File: config.mk
export PLATFORM = sky130hd
export DESIGN_NAME = ru_write_arbiter
export DESIGN_NICKNAME = d
export VERILOG_FILES = /design/src/rtl/ru_write_arbiter.sv
export SDC_FILE = /design/constraint.sdc
export NUM_CORES = 1
export LEC_CHECK = 0
export ABC_AREA = 1
export BUFFER_PORTS_ARGS = -buffer_cell sky130_fd_sc_hd__buf_4
export CORE_MARGIN = 1
export CORE_UTILIZATION = 45
export CTS_CLUSTER_DIAMETER = 100
export DETAILED_ROUTE_END_ITERATION = 8
export PLACE_DENSITY = 0.89
export SYNTH_ARGS = -nofsm -noshare
export SYNTH_HDL_FRONTEND = slang
export SYNTH_SLANG_ARGS = --single-unit
File: constraint.sdc
create_clock -name CLK -period 2.15 [get_ports CLK]
set_clock_uncertainty 0.1 [all_clocks]
set_input_delay 0.215 -clock CLK [delete_from_list [all_inputs] [get_ports CLK]]
set_output_delay 0.215 -clock CLK [all_outputs]
set_load 0.02 [all_outputs]
File: src/rtl/ru_write_arbiter.sv
// ru_write_arbiter
// Owns the single write port of the register unit. After reset it walks x1..x(NREG-1)
// writing zero, then shares the port between core writeback (priority) and a one-entry
// debug/loader buffer. A buffered debug write that waits too long stalls the core so
// the entry can drain.
module ru_write_arbiter #(
    parameter int NREG           = 32,
    parameter int DW             = 32,
    parameter int STARVE_LIMIT   = 8,
    parameter bit CLEAR_ON_RESET = 1'b1
) (
    input  logic                     CLK,
    input  logic                     RSTn,
    input  logic                     core_wr,
    input  logic [$clog2(NREG)-1:0]  core_rd,
    input  logic [DW-1:0]            core_data,
    input  logic                     dbg_valid,
    output logic                     dbg_ready,
    input  logic [$clog2(NREG)-1:0]  dbg_rd,
    input  logic [DW-1:0]            dbg_data,
    output logic                     dbg_done,
    output logic                     ru_wr,
    output logic [$clog2(NREG)-1:0]  ru_rd,
    output logic [DW-1:0]            ru_data,
    output logic                     core_stall,
    output logic                     busy,
    output logic                     drop_err
);

    localparam int IW  = $clog2(NREG);
    localparam int WCW = $clog2(STARVE_LIMIT + 1);

    typedef enum logic {ST_CLEAR, ST_RUN} state_t;

    state_t           state, state_nxt;
    logic [IW-1:0]    clr_idx;
    logic             buf_full;
    logic [IW-1:0]    buf_rd;
    logic [DW-1:0]    buf_data;
    logic [WCW-1:0]   wait_cnt;

    logic             starve;   // buffered entry has waited long enough to preempt the core
    logic             core_go;  // core has a real (non-x0) write this cycle
    logic             drain;    // buffer retires at the coming edge
    logic             hold;     // buffer full but the core owns the port this cycle

    assign starve  = buf_full && (wait_cnt >= WCW'(STARVE_LIMIT));
    assign core_go = core_wr && (core_rd != '0);

    // State register: CLEAR after reset unless the clear sequence is disabled.
    // NOTE: sequential state uses non-blocking (<=) so every flop samples pre-edge values.
    always_ff @(posedge CLK or negedge RSTn) begin
        if (!RSTn) begin
            state <= CLEAR_ON_RESET ? ST_CLEAR : ST_RUN;
        end else begin
            state <= state_nxt;
        end
    end

    // Next state: leave CLEAR once the last register index has been written.
    always_comb begin
        state_nxt = state;
        if (state == ST_CLEAR && clr_idx == IW'(NREG - 1)) begin
            state_nxt = ST_RUN;
        end
    end

    // Outputs and port arbitration: clear walk, then starve > core > buffer drain.
    // NOTE: every signal gets a default first so no path leaves it unassigned (no latch).
    always_comb begin
        busy       = 1'b0;
        core_stall = 1'b0;
        dbg_ready  = 1'b0;
        ru_wr      = 1'b0;
        ru_rd      = '0;
        ru_data    = '0;
        drain      = 1'b0;
        hold       = 1'b0;
        if (state == ST_CLEAR) begin
            busy       = 1'b1;
            core_stall = 1'b1;
            ru_wr      = 1'b1;
            ru_rd      = clr_idx;
        end else begin
            dbg_ready = !buf_full;
            if (starve) begin
                core_stall = 1'b1;
                drain      = 1'b1;
            end else if (core_go) begin
                ru_wr   = 1'b1;
                ru_rd   = core_rd;
                ru_data = core_data;
                hold    = buf_full;
            end else if (buf_full) begin
                drain = 1'b1;
            end
            // A buffered write to x0 retires without touching the port.
            if (drain && buf_rd != '0) begin
                ru_wr   = 1'b1;
                ru_rd   = buf_rd;
                ru_data = buf_data;
            end
        end
    end

    // Control state: clear index, buffer occupancy, starvation count, done pulse, sticky error.
    always_ff @(posedge CLK or negedge RSTn) begin
        if (!RSTn) begin
            clr_idx  <= IW'(1);
            buf_full <= 1'b0;
            wait_cnt <= '0;
            dbg_done <= 1'b0;
            drop_err <= 1'b0;
        end else begin
            dbg_done <= drain;
            if (core_stall && core_wr) begin
                drop_err <= 1'b1;
            end
            if (state == ST_CLEAR) begin
                clr_idx <= clr_idx + 1'b1;
            end
            if (drain) begin
                buf_full <= 1'b0;
                wait_cnt <= '0;
            end else if (dbg_valid && dbg_ready) begin
                buf_full <= 1'b1;
                wait_cnt <= '0;
            end else if (hold && wait_cnt < WCW'(STARVE_LIMIT)) begin
                wait_cnt <= wait_cnt + 1'b1;
            end
        end
    end

    // Buffer payload: captured on acceptance.
    // NOTE: payload registers are not reset; buf_full qualifies every use of them.
    always_ff @(posedge CLK) begin
        if (dbg_valid && dbg_ready) begin
            buf_rd   <= dbg_rd;
            buf_data <= dbg_data;
        end
    end

endmodule

After elaboration in Yosys (flattened, before gate mapping)
Cells that the tools add are included.

$add $sub $neg: 2. Magnitude comparators: 2. Eq/ne operators: 1. Mux-type cells: 29. Bitwise logic cells: 1. Reductions and logical operators: 12.

Operators by type and width (number): 32-bit two-way mux (4); 5-bit two-way mux (4); 1-bit two-way mux (18); 4-bit two-way mux (3); 5-bit nonzero test (2); 1-bit logical AND (7); 5-bit by 1-bit adder with 5-bit output, second input constant (1); 5-bit == test, second input constant (1); 4-bit by 1-bit adder with 4-bit output, second input constant (1); 4-bit >= comparator, second input constant (1); 4-bit less-than comparator, second input constant (1); 3-bit nonzero test (1); 2-bit nonzero test (1); 1-bit logical NOT (1); 1-bit inverter (1).

Register bits after elaboration: 50. Input bits: 78. Output and inout bits: 43. Logic and storage cells: 55.

Depth between registers and ports, before layout
Word-level depth: 9. Mapped depth: 8.

Worst setup path after synthesis
OpenSTA, ideal clock, no wires.

Path kind: reg2reg. Start: reg state. End: reg buf_data[0], enable pin. Library setup time: 0.392 ns. Data arrival time: 1.738 ns. Data required time: 1.658 ns. Slack: -0.079 ns. Stages on the path, launching flop included: 5. Buffers on the path: 0. Cells stage by stage: dfrtp_1 inv_2 nor2_1 nand2_1 inv_1.

Word-level cells in the longest chain between the ends: 2.

RTL lines: start, declared (RTL line 35) `state_t state, state_nxt;`; start signal, assigned (RTL line 54) `state <= CLEAR_ON_RESET ? ST_CLEAR : ST_RUN;`; start signal, assigned (RTL line 56) `state <= state_nxt;`; 1-bit two-way mux (RTL line 79) `if (state == ST_CLEAR) begin`; via dbg_ready (RTL line 18) `output logic dbg_ready,`; 1-bit logical AND (RTL line 137) `if (dbg_valid && dbg_ready) begin`; end signal, assigned (RTL line 139) `buf_data <= dbg_data;`; end, declared (RTL line 39) `logic [DW-1:0] buf_data;`.

The timed path passes the listed nets, and every way through them passes these cells. A chain may end at the register's enable or synchronous reset.

Final worst setup path
Start: reg buf_full. End: out ru_data[30].

Word-level cells in the longest chain between the ends: 7. Elaborated cells between the ends (all ways): 9. Classes of those cells: mux: 7; reduce/logical: 2.

RTL lines: start, declared (RTL line 37) `logic buf_full;`; start signal, assigned (RTL line 110) `buf_full <= 1'b0;`; start signal, assigned (RTL line 123) `buf_full <= 1'b0;`; start signal, assigned (RTL line 126) `buf_full <= 1'b1;`; 1-bit two-way mux (RTL line 94) `end else if (buf_full) begin`; 1-bit two-way mux (RTL line 89) `end else if (core_go) begin`; 1-bit two-way mux (RTL line 86) `if (starve) begin`; 1-bit two-way mux (RTL line 79); 1-bit logical AND (RTL line 98) `if (drain && buf_rd != '0) begin`; 32-bit two-way mux * (RTL line 98); 32-bit two-way mux * (RTL line 79); end, declared (RTL line 24) `output logic [DW-1:0] ru_data,`.

Mark *: on every way between the ends. The rest lies on a longest branch, timed or not. The select of a mux whose other input is x is not followed.

==> metrics.csv <==
stage,metric,value,unit
timing,min_period_over_period,0.950,
power,pwr_density_cell,809,nW/um2
clock_tree,cts_made_buffers,5,
critical_path,crit_buf_inv,3,
critical_path,crit_arrival,1.73,ns
place,port_buffers,120,
critical_path,cp_common_cell,nand2_1,
synth,netlist_instances,245,
die,die_w,74.7,um
timing,period_minus_slack,2.04,ns
route,drtPass1Iterations,5,
route,via_count,2405,
flow_run,drv_cap,0,
grt,grt_overflow,0,
timing,rsz0062_at_grt,no,
place,placed_cell_area,3370,um2
cells_and_area,nFillCells,357,
critical_path,r2r_slack,0.52,ns
timing,setup_tns,0,ns
timing,max_slew_margin,0.705,
clock_tree,clkTransAtPathRegs,0.09,ns
route,drt-total-wl,7000,um
critical_path,endpoint_kind,output pin,
critical_path,cp_slowest_cell,dfrtp_2,
route,ant_nets,0,
synth,ys_seq_area_frac,0.604,
synth,ys_warn_count,0,
critical_path,worstSetupPathType,flip-flop to output pin,
cells_and_area,final_area,3910,um2
route,wl_per_cell,14.7,um
place,dp_slack,0.274,ns
place,hpwlAfterDp,4380,um
cells_and_area,layout_common_cells,"buf_4 (127), nand2_1 (61), nand3_1 (40)",
critical_path,crit_chain,nand2_1 -> and2_4 -> nand2_4 -> clkinv_8 -> buf_6 -> nand2_1 -> a21oi_2 -> buf_4,
cells_and_area,syn_to_final_growth,64.1,%
clock_tree,clk_latency,0.31,ns
timing,final.setup.worst_slack,0.107,ns
synth,synth_cell_type_count,26,
clock_tree,cts_max_level,2,
timing,hold_viol,0,
cells_and_area,drive_above_1_share,0.362,
critical_path,startpoint_type,flip-flop,
timing,tightest_slew,0.443,ns
grt,first_global_vias,2242,
die,die-area,5590,um2
cells_and_area,antennaDiodeCount,0,
route,drcViolationCount,0,
critical_path,critPathMaxFanout,14,
cells_and_area,nets,487,
timing,slew_violations,0,
cells_and_area,final_common_cell,buf_4,
synth,ys_ff_latch,50,
critical_path,required,1.84,ns
die,io_pins,121,
critical_path,critPathTopFamily,flip-flops,
synth,synth.avg_cell_area,9.72,um2
timing,setup_violations,0,
clock_tree,clock_sinks,50,
die,row_count,26,
route,avgViaCountPerCell,5.05,
min_path,hold_path_class,input port to flip-flop,
die,die_h,74.7,um
critical_path,critical_path.max_stage_delay,0.43,ns
synth,syn-cell-area,2380,um2
power,peakVddDrop,0.500,mV
clock_tree,cts_tree,yes,
grt,grt_pass1_wl,10200,um
grt,antenna_found_initial,0,
synth,synth_nets,327,
grt,grt_start_max_net_pins,43,
place,finalWeightedCongestion,0.919,
timing,fmax,0.489,GHz
power,leakagePower,1.80,nW
die,core_area,5110,um2
status,run_status,"complete, no violations",
die,initial_utilization,0.466,
clock_tree,cts-root-buf,clkbuf_8,
clock_tree,cts.path.max_buffers,2,
route,drt_iter0_drc,191,
grt,grt_util_all_layers,0.252,
[metrics by stage]
step / total power, mW / std cells / utilization / hold WS [ns]
finish: 3.16 / 476 / 0.765 / 0.0247
global route: 3.31 / 476 / 0.765 / 0.0311
CTS: 3.13 / 475 / 0.758 / 0.0219
detailed placement: 2.44 / 429 / 0.661 / -0.0247
global placement: 2.39 / 429 / 0.661 / -0.0299
floorplan: 1.94 / 245 / - / -0.181
[synthesized netlist by cell type]
library cell  instances  area share
a21o_1                1      0.0032
a21oi_1              38       0.080
a31oi_1               1      0.0026
and2_4                1      0.0037
and3_1                1      0.0026
buf_2                 6       0.013
buf_6                 2      0.0095
clkbuf_1              7       0.011
clkinv_1              1      0.0016
dfrtp_1              12        0.13
dfstp_2               1       0.011
edfxtp_1             37        0.47
ha_1                  4       0.021
inv_1                 8       0.013
inv_2                 2      0.0032
nand2_1              61       0.096
nand2_4               1      0.0047
nand3_1              40       0.084
nand3b_1              1      0.0032
nand4_1               2      0.0053
nor2_1               11       0.017
o21ai_0               1      0.0021
o22ai_1               1      0.0026
or2_2                 1      0.0026
xnor2_1               1      0.0037
xor2_1                3       0.011
[sequential cells by signal, indices dropped and copies added (netlist names)]
name,count
clr_idx,5
state,1
wait_cnt,4
drop_err,1
buf_data,32
buf_full,1
dbg_done,1
buf_rd,5
[final timing paths]
check / from / to / depth (start not counted)
min reg2reg: drop_err / drop_err / 1
max: buf_full / ru_data[30] / 8
max in group asynchronous: RSTn / clr_idx[0] / 2
min in group asynchronous: RSTn / wait_cnt[0] / 2
min: core_wr / drop_err / 2
max reg2reg: buf_full / buf_data[18] / 4
[layout make-up]
cell class              count  area, um2  area share
inverters                  11       57.6      0.0147
multi-input cells         169        827       0.212
repair buffers            168       1390       0.354
clock buffers               8        111      0.0285
well taps                  70       87.6      0.0224
flip-flops and latches     50       1440       0.368
[layer usage]
metal,wire (um),up-vias,part of all wire,GRT usage
met1,2720,1124,0.39,0.288
met2,3830,107,0.55,0.469
met5,0,-,0,0
met3,325,13,0.046,0.0482
met4,119,0,0.017,0.0860
li1,-,1161,-,-
[report_power, final]
part | switching [mW] | total [mW] | internal, mW | leakage [nW]
sequential | 0.0607 | 1.30 | 1.24 | 0.511
combinational | 0.712 | 1.23 | 0.516 | 1.23
clock | 0.306 | 0.639 | 0.333 | 0.0566
total | 1.08 | 3.16 | 2.08 | 1.80
[cell families (layout without fill, tap and decap cells)]
group / count (synthesis) / count (layout) / share of synthesized area
buf+inv: 26 / 187 / 0.0504
fa+ha+maj: 4 / 4 / 0.0210
simple gates: 119 / 119 / 0.220
flops: 50 / 50 / 0.604
compound gates: 42 / 42 / 0.0904
xor+xnor: 4 / 4 / 0.0147
[timing repair]
item,CTS,global route
gates resized for setup,2,9
pin swaps,0,0
hold endpoints to repair,50,0
buffers inserted,0,1
setup endpoints to repair,37,37
hold buffers,38,0
gates cloned,0,0
Note: power is estimated with default switching activity, not from simulation.
